===== src/rtl/theta_phase_gate.sv =====
// Theta phase gate: hysteretic peak/trough tracking of the theta oscillator, encode/retrieve
// windows for CA3 gating, and period measurement with frequency lock.
module theta_phase_gate #(
   parameter int          WIDTH      = 18,
   parameter int          HI_THRESH  = 12288,
   parameter int          LO_THRESH  = -12288,
   parameter int unsigned CNT_W      = 16,
   parameter int unsigned ENC_LEN    = 64,
   parameter int unsigned RET_LEN    = 64,
   parameter int unsigned MIN_PERIOD = 400,
   parameter int unsigned MAX_PERIOD = 1000,
   parameter int unsigned LOCK_TOL   = 8
) (
   input  logic                    clk,
   input  logic                    rst,
   input  logic                    clk_en,
   input  logic signed [WIDTH-1:0] theta_x,
   output logic                    peak_pulse,
   output logic                    trough_pulse,
   output logic                    encode_window,
   output logic                    retrieve_window,
   output logic [CNT_W-1:0]        period,
   output logic                    period_valid,
   output logic                    locked,
   output logic [CNT_W-1:0]        cycle_count
);

   localparam logic signed [WIDTH-1:0] HiTh      = WIDTH'(HI_THRESH);
   localparam logic signed [WIDTH-1:0] LoTh      = WIDTH'(LO_THRESH);
   localparam logic [CNT_W-1:0]        EncLen    = CNT_W'(ENC_LEN);
   localparam logic [CNT_W-1:0]        RetLen    = CNT_W'(RET_LEN);
   localparam logic [CNT_W-1:0]        MinPer    = CNT_W'(MIN_PERIOD);
   localparam logic [CNT_W-1:0]        MaxPer    = CNT_W'(MAX_PERIOD);
   localparam logic [CNT_W-1:0]        LockTol   = CNT_W'(LOCK_TOL);
   localparam logic [CNT_W-1:0]        LossCnt   = CNT_W'(MAX_PERIOD + 1);

   typedef enum logic [1:0] {StUnk, StHigh, StLow} state_e;

   state_e           st_q, st_d;
   logic [CNT_W-1:0] cnt_q, cnt_d, cnt_inc, diff;
   logic [CNT_W-1:0] period_q, period_d, cyc_q, cyc_d;
   logic [CNT_W-1:0] enc_q, enc_d, ret_q, ret_d;
   logic             seen_q, seen_d, valid_q, valid_d, lock_q, lock_d;
   logic             ppulse_q, ppulse_d, tpulse_q, tpulse_d;
   logic             is_hi, is_lo, peak_ev, trough_ev, sig_loss;
   logic             new_ok, old_ok;

   always_comb begin
      st_d     = st_q;
      cnt_d    = cnt_q;
      period_d = period_q;
      cyc_d    = cyc_q;
      enc_d    = enc_q;
      ret_d    = ret_q;
      seen_d   = seen_q;
      valid_d  = valid_q;
      lock_d   = lock_q;
      ppulse_d = 1'b0;
      tpulse_d = 1'b0;

      is_hi     = theta_x >= HiTh;
      is_lo     = theta_x <= LoTh;
      cnt_inc   = (&cnt_q) ? cnt_q : cnt_q + 1'b1;
      peak_ev   = clk_en && (st_q != StHigh) && is_hi;
      trough_ev = clk_en && (st_q != StLow) && is_lo;
      // One-shot: the counter passes LossCnt exactly once between peaks.
      sig_loss  = clk_en && (cnt_q == LossCnt) && !peak_ev;
      diff      = (cnt_inc >= period_q) ? cnt_inc - period_q : period_q - cnt_inc;
      new_ok    = (cnt_inc >= MinPer) && (cnt_inc <= MaxPer);
      old_ok    = (period_q >= MinPer) && (period_q <= MaxPer);

      if (clk_en) begin
         cnt_d = cnt_inc;
         enc_d = (enc_q != '0) ? enc_q - 1'b1 : '0;
         ret_d = (ret_q != '0) ? ret_q - 1'b1 : '0;
         if (peak_ev) begin
            st_d     = StHigh;
            ppulse_d = 1'b1;
            cyc_d    = cyc_q + 1'b1;
            enc_d    = EncLen;
            ret_d    = '0;
            cnt_d    = '0;
            seen_d   = 1'b1;
            lock_d   = 1'b0;
            if (seen_q) begin
               period_d = cnt_inc;
               valid_d  = 1'b1;
               lock_d   = valid_q && (diff <= LockTol) && new_ok && old_ok;
            end
         end else if (trough_ev) begin
            st_d     = StLow;
            tpulse_d = 1'b1;
            ret_d    = RetLen;
            enc_d    = '0;
         end
         if (sig_loss) begin
            st_d   = StUnk;
            lock_d = 1'b0;
         end
      end
   end

   always_ff @(posedge clk) begin
      if (rst) begin
         st_q     <= StUnk;
         cnt_q    <= '0;
         period_q <= '0;
         cyc_q    <= '0;
         enc_q    <= '0;
         ret_q    <= '0;
         seen_q   <= 1'b0;
         valid_q  <= 1'b0;
         lock_q   <= 1'b0;
         ppulse_q <= 1'b0;
         tpulse_q <= 1'b0;
      end else begin
         st_q     <= st_d;
         cnt_q    <= cnt_d;
         period_q <= period_d;
         cyc_q    <= cyc_d;
         enc_q    <= enc_d;
         ret_q    <= ret_d;
         seen_q   <= seen_d;
         valid_q  <= valid_d;
         lock_q   <= lock_d;
         ppulse_q <= ppulse_d;
         tpulse_q <= tpulse_d;
      end
   end

   assign peak_pulse      = ppulse_q;
   assign trough_pulse    = tpulse_q;
   assign encode_window   = enc_q != '0;
   assign retrieve_window = ret_q != '0;
   assign period          = period_q;
   assign period_valid    = valid_q;
   assign locked          = lock_q;
   assign cycle_count     = cyc_q;

endmodule


===== config.mk =====
export PLATFORM = sky130hd
export DESIGN_NAME = theta_phase_gate
export DESIGN_NICKNAME = d
export VERILOG_FILES = /design/src/rtl/theta_phase_gate.sv
export SDC_FILE = /design/constraint.sdc
export NUM_CORES = 1
export LEC_CHECK = 0
export CAP_MARGIN = 20
export CORE_UTILIZATION = 55
export CTS_BUF_LIST = sky130_fd_sc_hd__clkbuf_8
export CTS_CLUSTER_DIAMETER = 60
export DETAILED_ROUTE_END_ITERATION = 10
export PLACE_DENSITY = 0.84
export SYNTH_ARGS = -nofsm -noshare
export SYNTH_HDL_FRONTEND = slang
export SYNTH_SLANG_ARGS = --single-unit

===== constraint.sdc =====
create_clock -name clk -period 5.3 [get_ports clk]
set_clock_uncertainty 0.05 [all_clocks]
set_input_delay 1.06 -clock clk [delete_from_list [all_inputs] [get_ports clk]]
set_output_delay 1.06 -clock clk [all_outputs]
set_load 0.01 [all_outputs]

==> results by group, run 1 <==
Layout
  – Ratio of cells with drive above 1 in the final layout: 0.0813
  – Area added between synthesis and finish: 16.8%
  – Post-route cell area: around 0.0070 mm2
  – Net total in the final layout: 888
  – Share of the core filled with cells in the final layout: 0.668
  – Antenna fix cells: 0

Synthesis
  – Mean instance size in the synthesized netlist: 7.69 um2
  – Cell variety after synth: 68
  – #FFs+latches synth: 87
  – Number of flops mapped to enable cells by yosys: 0
  – Synth async-reset ratio: 0
  – Register area share after synthesis: 0.293
  – Net count of the mapped netlist: roughly 830
  – Gate Count Post-Synth: 774
  – Ys flop type: dfxtp_1
  – Cell area after synthesis: slightly below 0.006 mm2
  – Yosys warnings: 0

Clock network
  – Clk root buf: clkbuf_8
  – Clock tree from TritonCTS: done
  – Source-to-sink clock delay at the later pin of the worst-skew pair: 0.37 ns
  – Total CTS buffers: 9
  – Clock sink total: 87
  – Number of levels the H-tree was split into: 3
  – Clock Tree Buf Depth: 2
  – Clk slew on worst S/H paths: 0.09 ns

Routing
  – Aggregate routed wire length: between 15 and 20 mm
  – Total number of vias: 6,031
  – Starting DRC count in detailed routing: 560
  – Residual DRC: 0
  – Routed length per instance: 17.5 um
  – Detailed-routing iteration count for the pre-antenna-repair pass: 5
  – Post-route antenna net violation count: 0
  – Via-to-Cell Ratio: 6.20

Timing
  – Max-slew violation count: 0
  – Post-route setup slack: 0.270 ns
  – Slew headroom: 0.431
  – Final Hold Slack: 0.415 ns
  – Finish-stage setup viols: 0
  – Hold violation total from the final report: 0
  – Fmax achieved: 0.199 GHz
  – Final period util: 0.949
  – Min Clock Period, post-route: 5.03 ns
  – Worst-Margin Slew: 0.845 ns

Global routing
  – Initial antenna violation count: 0
  – First-pass GRT wire length: 27.3 mm
  – Remaining Overflow, GRT: 0
  – Overall global routing resource usage: 0.303
  – Via count of the first global-routing pass: ~5,600
  – Maximum number of pins on one net before global-route repair: 73

Placed design
  – Placed wire-length estimate after detailed placement: 12.9 mm
  – Number of buffer cells added on primary ports: 58
  – Post-Place Cell Area: between 0.006 and 0.007 mm2
  – Weighted congestion reported at the end of routability-driven placement: 0.986
  – DP Worst Slack: 0.185 ns

Critical path
  – Required time at the endpoint of the critical path: 5.53 ns
  – Startpoint class of the critical path: flop
  – CP Data Arrival Time: 5.26 ns
  – Largest fanout on the critical path: 9
  – Crit Path Class: flop to flop
  – Critical register-to-register path startpoint: cnt_q[1]
  – Launch point of the worst path: cnt_q[1]
  – CP endpoint kind: flop

Status
  – Result of the run: finished, final reports clean

Die
  – Starting density of the core: 0.571
  – Total Die Area: 0.0112 mm2
  – I/O pins: slightly below 60
  – Die height: between 100 and 150 um
  – Core ar.: 0.0104 mm2
  – Number of core rows: 37
  – Die span in x: roughly 110 um

Worst hold path
  – Kind of path behind the tightest hold check: flop to flop
  – Hold Crit Start: locked

Run
  – # Max-Cap Violations: 0

Pwr
  – Leakage power: 2.74 nW
  – Ratio of total power to cell area: 323 mW/mm2
  – Net Sw Power: ~900 uW
  – Worst ir drop on vdd: 0.000243 V
  – Pint: around 1.3 mW
  – Switching fraction of total power: 0.401
  – Relative contribution of sequential cells to total power: 0.377
  – Relative contribution of the clock network to total power: 0.199
  – Combinational Power Share: 0.423
==> through the flow <==
step / setup TNS, ns / total power, mW / std cells
after CTS: 0 / 2.25 / 971
after global placement: 0 / 1.76 / 955
after global routing: -0.00118 / 2.40 / 972
after detailed placement: 0 / 1.79 / 955
after floorplan: 0 / 1.56 / 774
final: 0 / 2.25 / 972
==> placed cells by master, fill, tap and decap left out, types with 4 or more instances in the layout <==
master,count
dfxtp_1,87
or4_1,6
nand2_1,53
nor2b_1,6
or3_1,7
clkbuf_8,10
mux2i_1,7
clkdlybuf4s50_1,57
a22oi_1,15
a311oi_1,8
a211oi_1,14
o31ai_1,8
and3_1,10
nor3b_1,4
buf_4,27
ha_1,35
xnor2_1,21
nand4_1,17
nor2_1,120
o211ai_1,11
o21a_1,7
nor4_1,16
inv_1,44
a21oi_1,60
nand2b_1,8
o21ai_0,26
and4_1,4
and2_1,5
nand3_1,16
o2111ai_1,4
o21bai_1,4
xor2_1,20
nor3_1,26
nor4b_1,4
a21o_1,5
==> registers in the layout, summed over array words and instances, names as in the netlist <==
register      count
cnt_q            16
cycle_count      16
enc_q            16
period           16
ret_q            16
st_q              2
locked            1
peak_pulse        1
period_valid      1
seen_q            1
trough_pulse      1
==> routing by layer <==
metal,vias to the layer above,global-route usage,share of wire
li1,2917,-,-
met1,2843,0.392,0.44
met2,242,0.508,0.48
met3,29,0.0509,0.068
met4,0,0.106,0.018
met5,-,0,0
==> cell usage after synthesis (5+ instances only) <==
cell type | count | area (um2)
a21o_1 | 5 | 37.5
nor4_1 | 17 | 106
nor2_1 | 120 | 450
ha_1 | 36 | 450
inv_1 | 44 | 165
and3_1 | 10 | 62.6
xnor2_1 | 21 | 184
a22oi_1 | 15 | 113
buf_2 | 10 | 50.1
o21ai_0 | 26 | 130
nand3_1 | 17 | 85.1
clkbuf_1 | 27 | 101
a21oi_1 | 60 | 300
a211oi_1 | 14 | 105
dfxtp_1 | 87 | 1740
nor2b_1 | 6 | 37.5
nand4_1 | 17 | 106
or4_1 | 6 | 45.0
o21a_1 | 7 | 52.6
nand2_1 | 54 | 203
o31ai_1 | 8 | 60.1
nand2b_1 | 8 | 50.1
o211ai_1 | 11 | 82.6
a311oi_1 | 8 | 70.1
or3_1 | 7 | 43.8
mux2i_1 | 7 | 70.1
xor2_1 | 21 | 184
nor3_1 | 26 | 130
and2_1 | 6 | 37.5
==> logic make-up (layout without fill, tap and decap cells) <==
family                   count (synthesis)  after routing  share of synthesized area
flip-flops                              87             87                      0.293
multiplexers                             8              8                     0.0156
AND/OR/NAND/NOR                        321            321                      0.272
XOR/XNOR                                42             42                     0.0618
buffers and inverters                   83            145                     0.0557
AO/OA/AOI/OAI                          197            197                      0.226
adder cells (fa/ha/maj)                 36             36                     0.0757
==> area by class of cell <==
| type | instances | area, um2 |
|---|---|---|
| timing repair buffer | 85 | 778 |
| clock inverter | 6 | 52.6 |
| fill | 867 | 3460 |
| sequential | 87 | 1740 |
| tap | 136 | 170 |
| multi-input combinational | 604 | 3910 |
| clock buffer | 10 | 138 |
| inverter | 44 | 165 |
==> worst max-delay path, cell delays in order, from the launching register on <==
cell and delay, ns:
dfxtp_1 0.39, ha_1 0.24, nand3_2 0.17, or4_1 0.57, and3_1 0.21, xnor2_1 0.18, inv_1 0.12, ha_2 0.43
nand4_1 0.15, or3_4 0.37, o32a_4 0.38, a211o_1 0.33, and3b_1 0.20, o211ai_2 0.20, o2111ai_1 0.19, or4_1 0.52
o31ai_1 0.23
==> path summary, 6_finish.rpt <==
| kind | end | slack, ns | depth (start not counted) |
|---|---|---|---|
| hold / removal | locked | 0.42 | 2 |
| hold reg to reg | locked | 0.42 | 2 |
| setup reg to reg | locked | 0.27 | 16 |
| setup / recovery | locked | 0.27 | 16 |
==> repair_timing <==
| item | 4_1_cts | 5_1_grt |
|---|---|---|
| setup endpoints to repair | 0 | 1 |
| hold buffers | 0 | 0 |
| setup buffers | 0 | 1 |
| gates resized for setup | 0 | 6 |
==> power by group through the flow <==
stage               sequential [mW]  combinational, mW  clock (mW)
floorplan                     0.836              0.727           0
global placement              0.852              0.904           0
detailed placement            0.862              0.932           0
CTS                           0.847              0.941       0.458
global route                  0.862               1.07       0.478
finish                        0.849              0.952       0.448
Note: power is estimated with default switching activity, not from simulation.
==> run 2: changes to the inputs <==
CAP_MARGIN = 15   (was 20)
==> results of run 2 <==
Final layout, timing and power as in run 1 (identical DEF).
==> run 3: changes to the inputs <==
REMOVE_ABC_BUFFERS = 1   (was default)
==> results by group, run 3 (synthesized netlist as in run 1, its figures left out) <==
Clock network
  – Clock Tree Buf Depth: 2
  – Hold buffers post-CTS: 0
  – Total CTS buffers: 9
  – # Post-CTS Setup Buffers: 0
  – Clk root buf: clkbuf_8
  – Number of levels the H-tree was split into: 3
  – Source-to-sink clock delay at the later pin of the worst-skew pair: 0.36 ns
  – Number of gates resized after CTS: 0
  – Clk slew on worst S/H paths: 0.09 ns
  – Clock sink total: between 80 and 90
  – Clock tree from TritonCTS: done

Routing
  – Highest routed layer: met4
  – Residual DRC: 0
  – Metal2 WL: 8.28 mm
  – Routed length per instance: approximately 18 um
  – Post-route antenna net violation count: 0
  – Via-to-Cell Ratio: between 6 and 7
  – Detailed-routing iteration count for the pre-antenna-repair pass: 7
  – Met3 wire length: 1.35 mm
  – Routed metal-1 wire length: 8.01 mm
  – Starting DRC count in detailed routing: 572
  – Total number of vias: 6,106
  – Aggregate routed wire length: 18.0 mm

Timing
  – Finish-stage setup viols: 0
  – Final period util: 0.966
  – Max-slew violation count: 0
  – Slew headroom: 0.184
  – Fmax achieved: 0.195 GHz
  – Total negative slack for setup checks: 0 ns
  – Worst-Margin Slew: ~1.2 ns
  – Unrepaired setup endpoints after global routing: false
  – Hold violation total from the final report: 0
  – Min Clock Period, post-route: 5.12 ns

Critical path
  – Delay of the slowest cell on the worst path: between 0.6 and 0.7 ns
  – CP Data Arrival Time: 5.35 ns
  – Critical path's slowest cell: or4_1
  – Required time at the endpoint of the critical path: approximately 5.5 ns
  – Startpoint class of the critical path: flop
  – CP endpoint kind: flop
  – Largest fanout on the critical path: 9
  – Crit Path Class: flop to flop
  – Cell occurring most often along the worst timing path: or4_1
  – Crit path cell chain: nand4_4 -> or4_1 -> and3_1 -> xnor2_1 -> inv_1 -> ha_1 -> nand4_1 -> or3_4 -> o32a_4 -> a211o_1 -> and3b_1 -> o211ai_2 -> o2111ai_1 -> or4_1 -> o31ai_1
  – Internal reg-to-reg setup slack: 0.18 ns

Placed design
  – Number of buffer cells added on primary ports: 58
  – Placed wire-length estimate after detailed placement: 13.6 mm
  – Weighted congestion reported at the end of routability-driven placement: 1.00

Layout
  – Most frequent standard cell in the layout excluding fill and tap cells: nor2_1
  – Area added between synthesis and finish: 17.6%
  – Highest-count cells in the layout ignoring fill and taps: nor2_1, dfxtp_1, a21oi_1, clkdlybuf4s50_1, nand2_1
  – Antenna fix cells: 0
  – Ratio of cells with drive above 1 in the final layout: 0.0810
  – Net total in the final layout: 892

Die
  – Total Die Area: 0.0112 mm2
  – Die span in x: about 110 um
  – Core ar.: 0.0104 mm2
  – I/O pins: 59
  – Number of core rows: 37
  – Starting density of the core: 0.571
  – Die height: 106 um

Run
  – # Max-Cap Violations: 0

Pwr
  – Leakage power: 2.78 nW
  – Net Sw Power: 916 uW
  – Switching fraction of total power: 0.388
  – Worst ir drop on vdd: roughly 0.00037 V
  – Ratio of total power to cell area: 337 mW/mm2
  – Combinational Power Share: 0.420
  – Pint: ~1.4 mW
  – Relative contribution of the clock network to total power: 0.218
  – Total power consumption of the routed design: 2.36 mW
  – Relative contribution of sequential cells to total power: 0.362

Global routing
  – Overall global routing resource usage: 0.318
  – Remaining Overflow, GRT: 0
  – Via count of the first global-routing pass: 5,740
  – Initial antenna violation count: 0
  – Maximum number of pins on one net before global-route repair: 73
  – First-pass GRT wire length: 28.4 mm

Status
  – Result of the run: finished, final reports clean

Worst hold path
  – Kind of path behind the tightest hold check: flop to flop
-- run 3: cell types whose count changed in the layout (fill, tap and decap cells not counted), sizes merged --
cell      previous run  this run
bufinv               0         2
clkinv               2         3
buf                 28        32
clkinvlp             2         0
inv                 46        44
-- run 3: final timing paths --
| path | start | end | cells after the start |
|---|---|---|---|
| setup / recovery | cnt_q[10] | locked | 15 |
| hold reg to reg | locked | locked | 2 |
| setup reg to reg | cnt_q[10] | locked | 15 |
| hold / removal | locked | locked | 2 |
-- run 3: power by group through the flow --
| stage | logic [mW] | clock network (mW) | registers [mW] |
|---|---|---|---|
| 2_1_floorplan | 0.700 | 0 | 0.841 |
| 4_1_cts | 0.976 | 0.517 | 0.849 |
| 3_3_place_gp | 0.930 | 0 | 0.852 |
| 6_report | 0.991 | 0.514 | 0.854 |
| 3_5_place_dp | 0.964 | 0 | 0.862 |
| 5_1_grt | 1.10 | 0.544 | 0.865 |
-- run 3: through the flow --
stage               worst slack (ns)  hold slack (ns)   util  std cells  cell area, um2
finish                         0.178            0.410  0.672        975            7000
global route                 0.00750            0.423  0.672        975            7000
CTS                            0.190            0.412  0.671        975            6990
detailed placement             0.233            0.395  0.650        960            6770
global placement               0.391            0.392  0.650        960            6770
floorplan                      0.323            0.389      -        735            5790
-- run 3: cell type report --
type,instances,area [um2]
timing repair buffer,89,808
multi-input combinational,604,3890
tap,136,170
inverter,44,165
sequential,87,1740
fill,863,3420
clock inverter,5,82.6
clock buffer,10,138
-- run 3: worst max-delay path: cells and delay by family, from the launching register on --
family | cells | cell delay (ns)
xor gates and xnor gates | 1 | 0.28
buffers and inverters | 1 | 0.15
and+or+nand+nor | 7 | 2.27
DFF | 1 | 0.53
AOI/OAI and AO/OA | 5 | 1.30
adders and majority gates | 1 | 0.46
-- run 3: metal layers --
layer | GRT usage | vias up
met1 | 0.427 | 2875
li1 | - | 2921
met4 | 0.0942 | 0
met3 | 0.0472 | 31
met5 | 0 | -
met2 | 0.527 | 279
